`src/rtl/pe_wb_collector.sv`:
```
// Write-back collector: accumulates PE group beats per output pixel,
// adds bias, requantizes, applies ReLU, saturates to int8, writes ofmap.
//
// Ports:
//   clk, rst (async active-low)
//   layer, start, pass_num, out_base, out_count,
//   bias, shift, relu_en          : job configuration
//   wb_en, groupsum_in1/2         : beat stream from the PE group
//   busy, done, overrun           : status
//   ofmap_we/addr/wdata           : ofmap buffer write port
module pe_wb_collector #(
    parameter int ADDR_W = 12,
    parameter int ACC_W  = 26
) (
    input  logic              clk,
    input  logic              rst,
    input  logic [3:0]        layer,
    input  logic              start,
    input  logic [5:0]        pass_num,
    input  logic [ADDR_W-1:0] out_base,
    input  logic [ADDR_W-1:0] out_count,
    input  logic [15:0]       bias,
    input  logic [3:0]        shift,
    input  logic              relu_en,
    input  logic              wb_en,
    input  logic [18:0]       groupsum_in1,
    input  logic [18:0]       groupsum_in2,
    output logic              busy,
    output logic              ofmap_we,
    output logic [ADDR_W-1:0] ofmap_addr,
    output logic [15:0]       ofmap_wdata,
    output logic              done,
    output logic              overrun
);

    localparam logic [3:0] LAYER5 = 4'd5;

    localparam logic [1:0] S_IDLE  = 2'd0;
    localparam logic [1:0] S_RUN   = 2'd1;
    localparam logic [1:0] S_FLUSH = 2'd2;

    localparam logic signed [ACC_W:0] SAT_HI =
        (ACC_W+1)'(127);
    localparam logic signed [ACC_W:0] SAT_LO =
        -(ACC_W+1)'(128);

    logic [1:0]        state;
    logic [5:0]        cfg_pass;
    logic [ADDR_W-1:0] cfg_count;
    logic [15:0]       cfg_bias;
    logic [3:0]        cfg_shift;
    logic              cfg_relu;
    logic              cfg_two;

    logic [5:0]        beat_cnt;
    logic [ADDR_W-1:0] out_idx;
    logic [ADDR_W-1:0] next_addr;

    logic signed [ACC_W-1:0] acc0;
    logic signed [ACC_W-1:0] acc1;
    logic signed [ACC_W-1:0] s1_0;
    logic signed [ACC_W-1:0] s1_1;
    logic                    s1_valid;

    logic signed [ACC_W-1:0] beat0;
    logic signed [ACC_W-1:0] beat1;
    logic signed [ACC_W-1:0] bias_x;
    logic signed [ACC_W-1:0] add0;
    logic signed [ACC_W-1:0] add1;
    logic                    last_beat;
    logic                    last_out;
    logic [7:0]              lane0;
    logic [7:0]              lane1;

    // Round-half-up arithmetic shift, optional ReLU, int8 clamp.
    // One extra bit of headroom keeps the rounding add exact.
    function automatic logic [7:0] post(
        input logic signed [ACC_W-1:0] s,
        input logic [3:0]              sh,
        input logic                    relu
    );
        logic signed [ACC_W:0] x;
        logic signed [ACC_W:0] rnd;
        logic signed [ACC_W:0] r;
        x   = {s[ACC_W-1], s};
        rnd = '0;
        r   = x;
        if (sh != 4'd0) begin
            rnd = (ACC_W+1)'(1) << (sh - 4'd1);
            r   = (x + rnd) >>> sh;
        end
        if (relu && (r < 0))
            r = '0;
        if (r > SAT_HI)
            return 8'h7f;
        else if (r < SAT_LO)
            return 8'h80;
        else
            return r[7:0];
    endfunction

    always_comb begin
        beat0  = {{(ACC_W-19){groupsum_in1[18]}},
                  groupsum_in1};
        beat1  = {{(ACC_W-19){groupsum_in2[18]}},
                  groupsum_in2};
        bias_x = {{(ACC_W-16){cfg_bias[15]}},
                  cfg_bias};
        add0   = acc0 + beat0;
        add1   = acc1 + beat1;
        last_beat = (beat_cnt == cfg_pass - 6'd1);
        last_out  = (out_idx == cfg_count - ADDR_W'(1));
        lane0  = post(s1_0, cfg_shift, cfg_relu);
        lane1  = post(s1_1, cfg_shift, cfg_relu);
    end

    assign busy = (state != S_IDLE);

    always_ff @(posedge clk or negedge rst) begin
        if (!rst) begin
            state       <= S_IDLE;
            cfg_pass    <= '0;
            cfg_count   <= '0;
            cfg_bias    <= '0;
            cfg_shift   <= '0;
            cfg_relu    <= 1'b0;
            cfg_two     <= 1'b0;
            beat_cnt    <= '0;
            out_idx     <= '0;
            next_addr   <= '0;
            acc0        <= '0;
            acc1        <= '0;
            s1_0        <= '0;
            s1_1        <= '0;
            s1_valid    <= 1'b0;
            ofmap_we    <= 1'b0;
            ofmap_addr  <= '0;
            ofmap_wdata <= '0;
            done        <= 1'b0;
            overrun     <= 1'b0;
        end else begin
            done     <= 1'b0;
            ofmap_we <= 1'b0;
            s1_valid <= 1'b0;

            unique case (state)
                S_IDLE: begin
                    if (start) begin
                        state     <= S_RUN;
                        cfg_pass  <= (pass_num == 6'd0) ?
                                     6'd1 : pass_num;
                        cfg_count <= (out_count == '0) ?
                                     ADDR_W'(1) : out_count;
                        cfg_bias  <= bias;
                        cfg_shift <= shift;
                        cfg_relu  <= relu_en;
                        cfg_two   <= (layer == LAYER5);
                        next_addr <= out_base;
                        beat_cnt  <= '0;
                        out_idx   <= '0;
                        acc0      <= '0;
                        acc1      <= '0;
                        // a beat arriving with start is dropped
                        overrun   <= wb_en;
                    end else if (wb_en) begin
                        overrun <= 1'b1;
                    end
                end
                S_RUN: begin
                    if (wb_en) begin
                        if (last_beat) begin
                            s1_0     <= add0 + bias_x;
                            s1_1     <= add1 + bias_x;
                            s1_valid <= 1'b1;
                            acc0     <= '0;
                            acc1     <= '0;
                            beat_cnt <= '0;
                            out_idx  <= out_idx + ADDR_W'(1);
                            if (last_out)
                                state <= S_FLUSH;
                        end else begin
                            acc0     <= add0;
                            acc1     <= add1;
                            beat_cnt <= beat_cnt + 6'd1;
                        end
                    end
                end
                S_FLUSH: begin
                    if (wb_en)
                        overrun <= 1'b1;
                    // final write is on the port once stage 1
                    // has drained and the strobe is high
                    if (!s1_valid && ofmap_we) begin
                        state <= S_IDLE;
                        done  <= 1'b1;
                    end
                end
                default: state <= S_IDLE;
            endcase

            if (s1_valid) begin
                ofmap_we    <= 1'b1;
                ofmap_addr  <= next_addr;
                ofmap_wdata <= {cfg_two ? lane1 : 8'h00,
                                lane0};
                next_addr   <= next_addr + ADDR_W'(1);
            end
        end
    end

endmodule

```
`config.mk`:
```
export PLATFORM = sky130hd
export DESIGN_NAME = pe_wb_collector
export DESIGN_NICKNAME = d
export VERILOG_FILES = /design/src/rtl/pe_wb_collector.sv
export SDC_FILE = /design/constraint.sdc
export NUM_CORES = 1
export LEC_CHECK = 0
export CAP_MARGIN = 10
export CORE_MARGIN = 2
export CORE_UTILIZATION = 40
export CTS_CLUSTER_DIAMETER = 80
export DETAILED_ROUTE_END_ITERATION = 12
export PLACE_DENSITY = 0.54
export RECOVER_POWER = 50
export SLEW_MARGIN = 40
export SYNTH_ARGS = -nofsm -noshare
export SYNTH_HDL_FRONTEND = slang
export SYNTH_SLANG_ARGS = --single-unit
```
`constraint.sdc`:
```
create_clock -name clk -period 10.2 [get_ports clk]
set_input_delay 2.04 -clock clk [delete_from_list [all_inputs] [get_ports clk]]
set_output_delay 2.04 -clock clk [all_outputs]
set_load 0.02 [all_outputs]
```
-- Yosys cells after proc, flatten, opt, wreduce, memory -nomap -nowiden
Index checks and enable logic that the tools add are counted.
- register bits after elaboration: 208
- magnitude comparators: 6
- reductions and logical operators: 19
- equality and inequality tests: 10
- add/subtract/negate cells: 12
- muxes and demuxes: 44
- shifts and indexed selects: 3
- operators by type and width (kind ; number):
    $mux 26 ; 5
    $mux 27 ; 4
    $pmux 26 s2 ; 2
    $mux 12 ; 7
    $add 26x27->27 ; 2
    $gt 27x8->1 const B ; 2
    $lt 27x1->1 const B ; 2
    $lt 27x8->1 const B ; 2
    $sshr 27x4->27 ; 2
    $add 26x16->26 ; 2
    $add 26x19->26 ; 2
    $mux 8 ; 5
    $shl 1x4->27 const A ; 1
    $add 12x1->12 const B ; 2
    $mux 6 ; 4
    $pmux 12 s2 ; 1
    $eq 12x12->1 ; 1
    $logic_not 12->1 ; 1
    $pmux 6 s2 ; 1
    $sub 12x1->12 const B ; 1
    $mux 2 ; 5
    $ne 2x2->1 const B ; 5
    $reduce_bool 2->1 ; 5
    $mux 1 ; 8
    18 further kinds ; 22

-- Longest topological paths before layout
- depth in word-level cells: 12
- mapped depth: 24
- gate-level depth less buffers: 24

-- Least setup slack after synthesis
Ideal clock, no wire load.
- path kind: input -> register
- start: in groupsum_in1[0]
- end: reg s1_0[25]
- arrival time: 6.711 ns
- data required time: 10.075 ns
- buffers on the path: 0
- cell stages on the path: 23
- slack: 3.364 ns
- cell sequence: ha_1 fa_1 a21o_1 a21oi_1 o21bai_1 a21o_1 a21oi_1 inv_1 a21oi_1 xnor2_1 ha_1 and2_1 a221oi_1 nand2_1 o31ai_1 o211ai_1 o211a_1 or3_1 a31o_2 a21oi_1 xnor2_1 xnor3_1 mux2_2
- cells in the longest elaborated chain, start to end: 2
- ends and longest elaborated chain (element ; RTL line ; RTL):
    start: declaration ; 26 ; input logic [18:0] groupsum_in1,
    $add 26x19->26 ; 109 ; add0 = acc0 + beat0;
    $add 26x16->26 ; 172 ; s1_0 <= add0 + bias_x;
    end signal: assignment ; 172 ;
    end: declaration ; 61 ; logic signed [ACC_W-1:0] s1_0;
No other way between the ends.
A chain may end at the register's enable or synchronous reset.

-- Final worst setup path
Ends and elaborated chain as after synthesis.

==> results.md <==
* Register area share after synthesis at 24.4%
* Reg power frac at 20.3%
* Power, Total at approximately 8.1 mW
* Clk_lat worst skew at 0.60 ns
* PwrDens at ~330 nW/µm²
* Total CTS buffers at 29
* First-pass GRT wire length at around 120000 µm
* Yosys warns at 0
* Distinct cell type count after synthesis at between 100 and 150
* Die X at between 200 and 250 µm
* Critical path arrival at ~7.7 ns
* Worst-path clk slew at 0.06 ns
* RSZ-0062 raised after global routing: false
* Vias in the first global route at between 20k and 25k
* Hold Vio Cnt, Final at 0
* # clock sinks at between 200 and 250
* Top_reg_cell synth: dfrtp_1
* Worst Setup EP: s1_0[25]
* Mean area per synthesized cell at about 7.9 µm²
* R2r endpoint: ofmap_wdata[12]
* P&R area growth vs syn at 13.1%
* Gate power share at between 60% and 70%
* Final setup fails at 0
* Final Core Density at between 40% and 50%
* Commonest cells in the netlist: 356 x nand2_1, 229 x nor2_1, 208 x dfrtp_1
* Core ar. at about 53000 µm²
* CP endpoint kind: flip-flop
* Die Ht at between 200 and 250 µm
* HP Class: reg2reg
* Post_cts resized at 0
* Placed insts at roughly 3.4k
* Switching Share at 50.6%
* Ratio of cells with drive above 1 in the final layout at roughly 8%
* FF-to-FF setup slack at 3.49 ns
* Failing checks: max-capacitance violations, max-slew violations
* CP startpoint: groupsum_in1[0]
* CP dominant cell by count: a21oi_1
* Max VDD drop at between 0.15 and 0.2 mV
* EDFF count, synth at 0
* Crit path max fanout at 4
* Post-CTS Setup Repair Bufs at 0
* Net count, final at slightly below 3k
* Total GRT Usage at roughly 28%
* Worst-margin pin slew at approximately 4.4 ns
* Root buffer cell: clkbuf_16
* GRT overflow at 0
* Fin cells at 3442
* Share of the synthesized area in the top cell type at between 20% and 30%
* Setup clock skew after layout at 0.0190 ns
* Post-Synthesis Cells at ~2.7k
* Final period util at 70.7%
* Register bit count reported by yosys at 208
* WHS at 0.500 ns
* Status: finished, violations left
* Initial drt markers at about 1.8k
* Pleak at a little over 10 nW
* Synthesized Nets at around 2.9k
* R2R depth at 18
* Synth async-reset ratio at 100%
* Die ar. at 55200 µm²
* Mapped cell area at between 20000 and 25000 µm²
* Initial Util at between 40% and 50%
* CP max-delay cell: fa_1
* CP Class: in2reg
* IO Pins at 129
* Initial antenna violation count at 0
* Critical-path cell list: clkdlybuf4s50_1, ha_1, fa_1, a21o_1, a21oi_1, o21bai_1, a21o_1, a21oi_1, inv_1, a21oi_1, xnor2_1, ha_1, and2_1, a221oi_1, nand2_1, o31ai_1, o211ai_1, o211a_1, or3_1, a31o_2, a21oi_1, xnor2_1, xnor3_1, mux2_2
* Yosys top cell by area: dfrtp_1
* Site Rows at 84
* Fin crit period at approximately 7.2 ns
* DR DRC count at 0
* GP Congestion at ~0.96
* I/O Buffers at 128
* Int Pwr at approximately 4.0 mW
* Slew margin rel. at -196%
* RR Startpoint: cfg_shift[0]
* DPL Wire Length at 59200 µm
* WL final at around 79000 µm
* Max Root-Sink Buffers at 3
* Largest net degree at the start of global routing at 129
* CP max stage delay at ~0.42 ns
* Via count at 21.4k
* Routed length per instance at 22.9 µm
* 1st-pass router iterations at 6
* N_diodes at 0
* Vias per cell at about 6.2
* Clock Power Share at 13.1%
* CTS H-tree lvls at 1
* TritonCTS clock tree: built
* Fmax at 0.139 GHz
* Antenna Nets Post-Route at 0
* Net switching power at just over 4 mW
* Max_cap viols at 4
* Total negative setup slack at 0 ns
* Data required time of the worst path at 10.67 ns
* Synth top area cells: dfrtp_1 24%, ha_1 6.9%, nand2_1 6.3%, xnor2_1 4.9%, a21oi_1 4.1%
* Most frequent cell after synthesis: nand2_1
* Max-slew violations at 198
* Hold Buf Count CTS at 0
* Worst Setup Start Kind: input port
## metrics by stage
| step | setup slack [ns] | area, µm² |
|---|---|---|
| CTS | 3.04 | 24100 |
| detailed placement | 2.43 | 23100 |
| finish | 2.99 | 24100 |
| global route | 2.57 | 24100 |
| global placement | 2.47 | 23100 |
| floorplan | 3.36 | 21300 |
## power groups by stage
stage,clock [mW],combinational (mW),sequential (mW)
floorplan,0,4.05,1.37
detailed placement,0,5.29,1.63
global placement,0,5.22,1.63
CTS,1.08,5.31,1.63
global route,1.12,5.94,1.69
finish,1.06,5.39,1.64
## layout by cell type (no fill, tap or decap), types with 61 or more instances in the layout
| cell | instances |
|---|---|
| nand3_1 | 67 |
| clkdlybuf4s50_1 | 126 |
| dfrtp_1 | 203 |
| a21oi_1 | 173 |
| o21ai_0 | 172 |
| nor2_1 | 228 |
| nand2_1 | 356 |
| nor3_1 | 74 |
| inv_1 | 61 |
| xnor2_1 | 120 |
| ha_1 | 117 |
## state kept, by name (all words and copies together), names as in the netlist, 2 cells and up
| signal | cells |
|---|---|
| ofmap_addr | 12 |
| s1_0 | 26 |
| acc0 | 26 |
| state | 2 |
| cfg_pass | 6 |
| cfg_count | 12 |
| cfg_shift | 4 |
| beat_cnt | 6 |
| s1_1 | 26 |
| next_addr | 12 |
| acc1 | 26 |
| cfg_bias | 16 |
| ofmap_wdata | 16 |
| out_idx | 12 |
## kinds of logic after synthesis
| family | count (synthesis) | share of synthesized area [%] |
|---|---|---|
| muxes | 81 | 4.33 |
| adders and majority gates | 121 | 7.23 |
| xor gates and xnor gates | 181 | 7.59 |
| and+or+nand+nor | 1015 | 23.2 |
| AOI/OAI and AO/OA | 859 | 28.6 |
| DFF | 208 | 24.4 |
| buffers and inverters | 237 | 4.59 |
## worst min path at each step
| stage | end | startpoint | cells after the start | slack [ns] |
|---|---|---|---|---|
| global placement | cfg_pass[5] | cfg_pass[5] | 2 | 0.48 |
| floorplan | ofmap_we | s1_valid | 0 | 0.39 |
| finish | cfg_count[10] | cfg_count[10] | 2 | 0.50 |
| detailed placement | overrun | overrun | 1 | 0.49 |
| CTS | overrun | overrun | 1 | 0.51 |
| global route | ofmap_addr[11] | ofmap_addr[11] | 1 | 0.52 |
## metal layers
layer | track usage (%) | up-vias | share of wire [%]
li1 | - | 10100 | -
met1 | 40.2 | 10300 | 46
met2 | 42.9 | 842 | 43
met3 | 3.18 | 146 | 6.7
met4 | 10.2 | 0 | 4.1
met5 | 0 | - | 0
## area by class of cell
class                      count  area [µm²]
clock buffer                  37         786
inverter                      65         244
multi-input combinational   2257       15200
sequential                   208        5220
tap                          688         861
timing repair buffer         170        1610
fill                        5216       28500
clock inverter                17         199
## critical path: cells and delay by family
family                   cells  cell delay (ns)
multiplexers                 1             0.26
AO/OA/AOI/OAI               12             2.63
XOR/XNOR                     3             0.58
adder cells (fa/ha/maj)      3             0.99
buffers and inverters        2             0.46
AND/OR/NAND/NOR              3             0.73
Power figures use the tool's default switching activity.
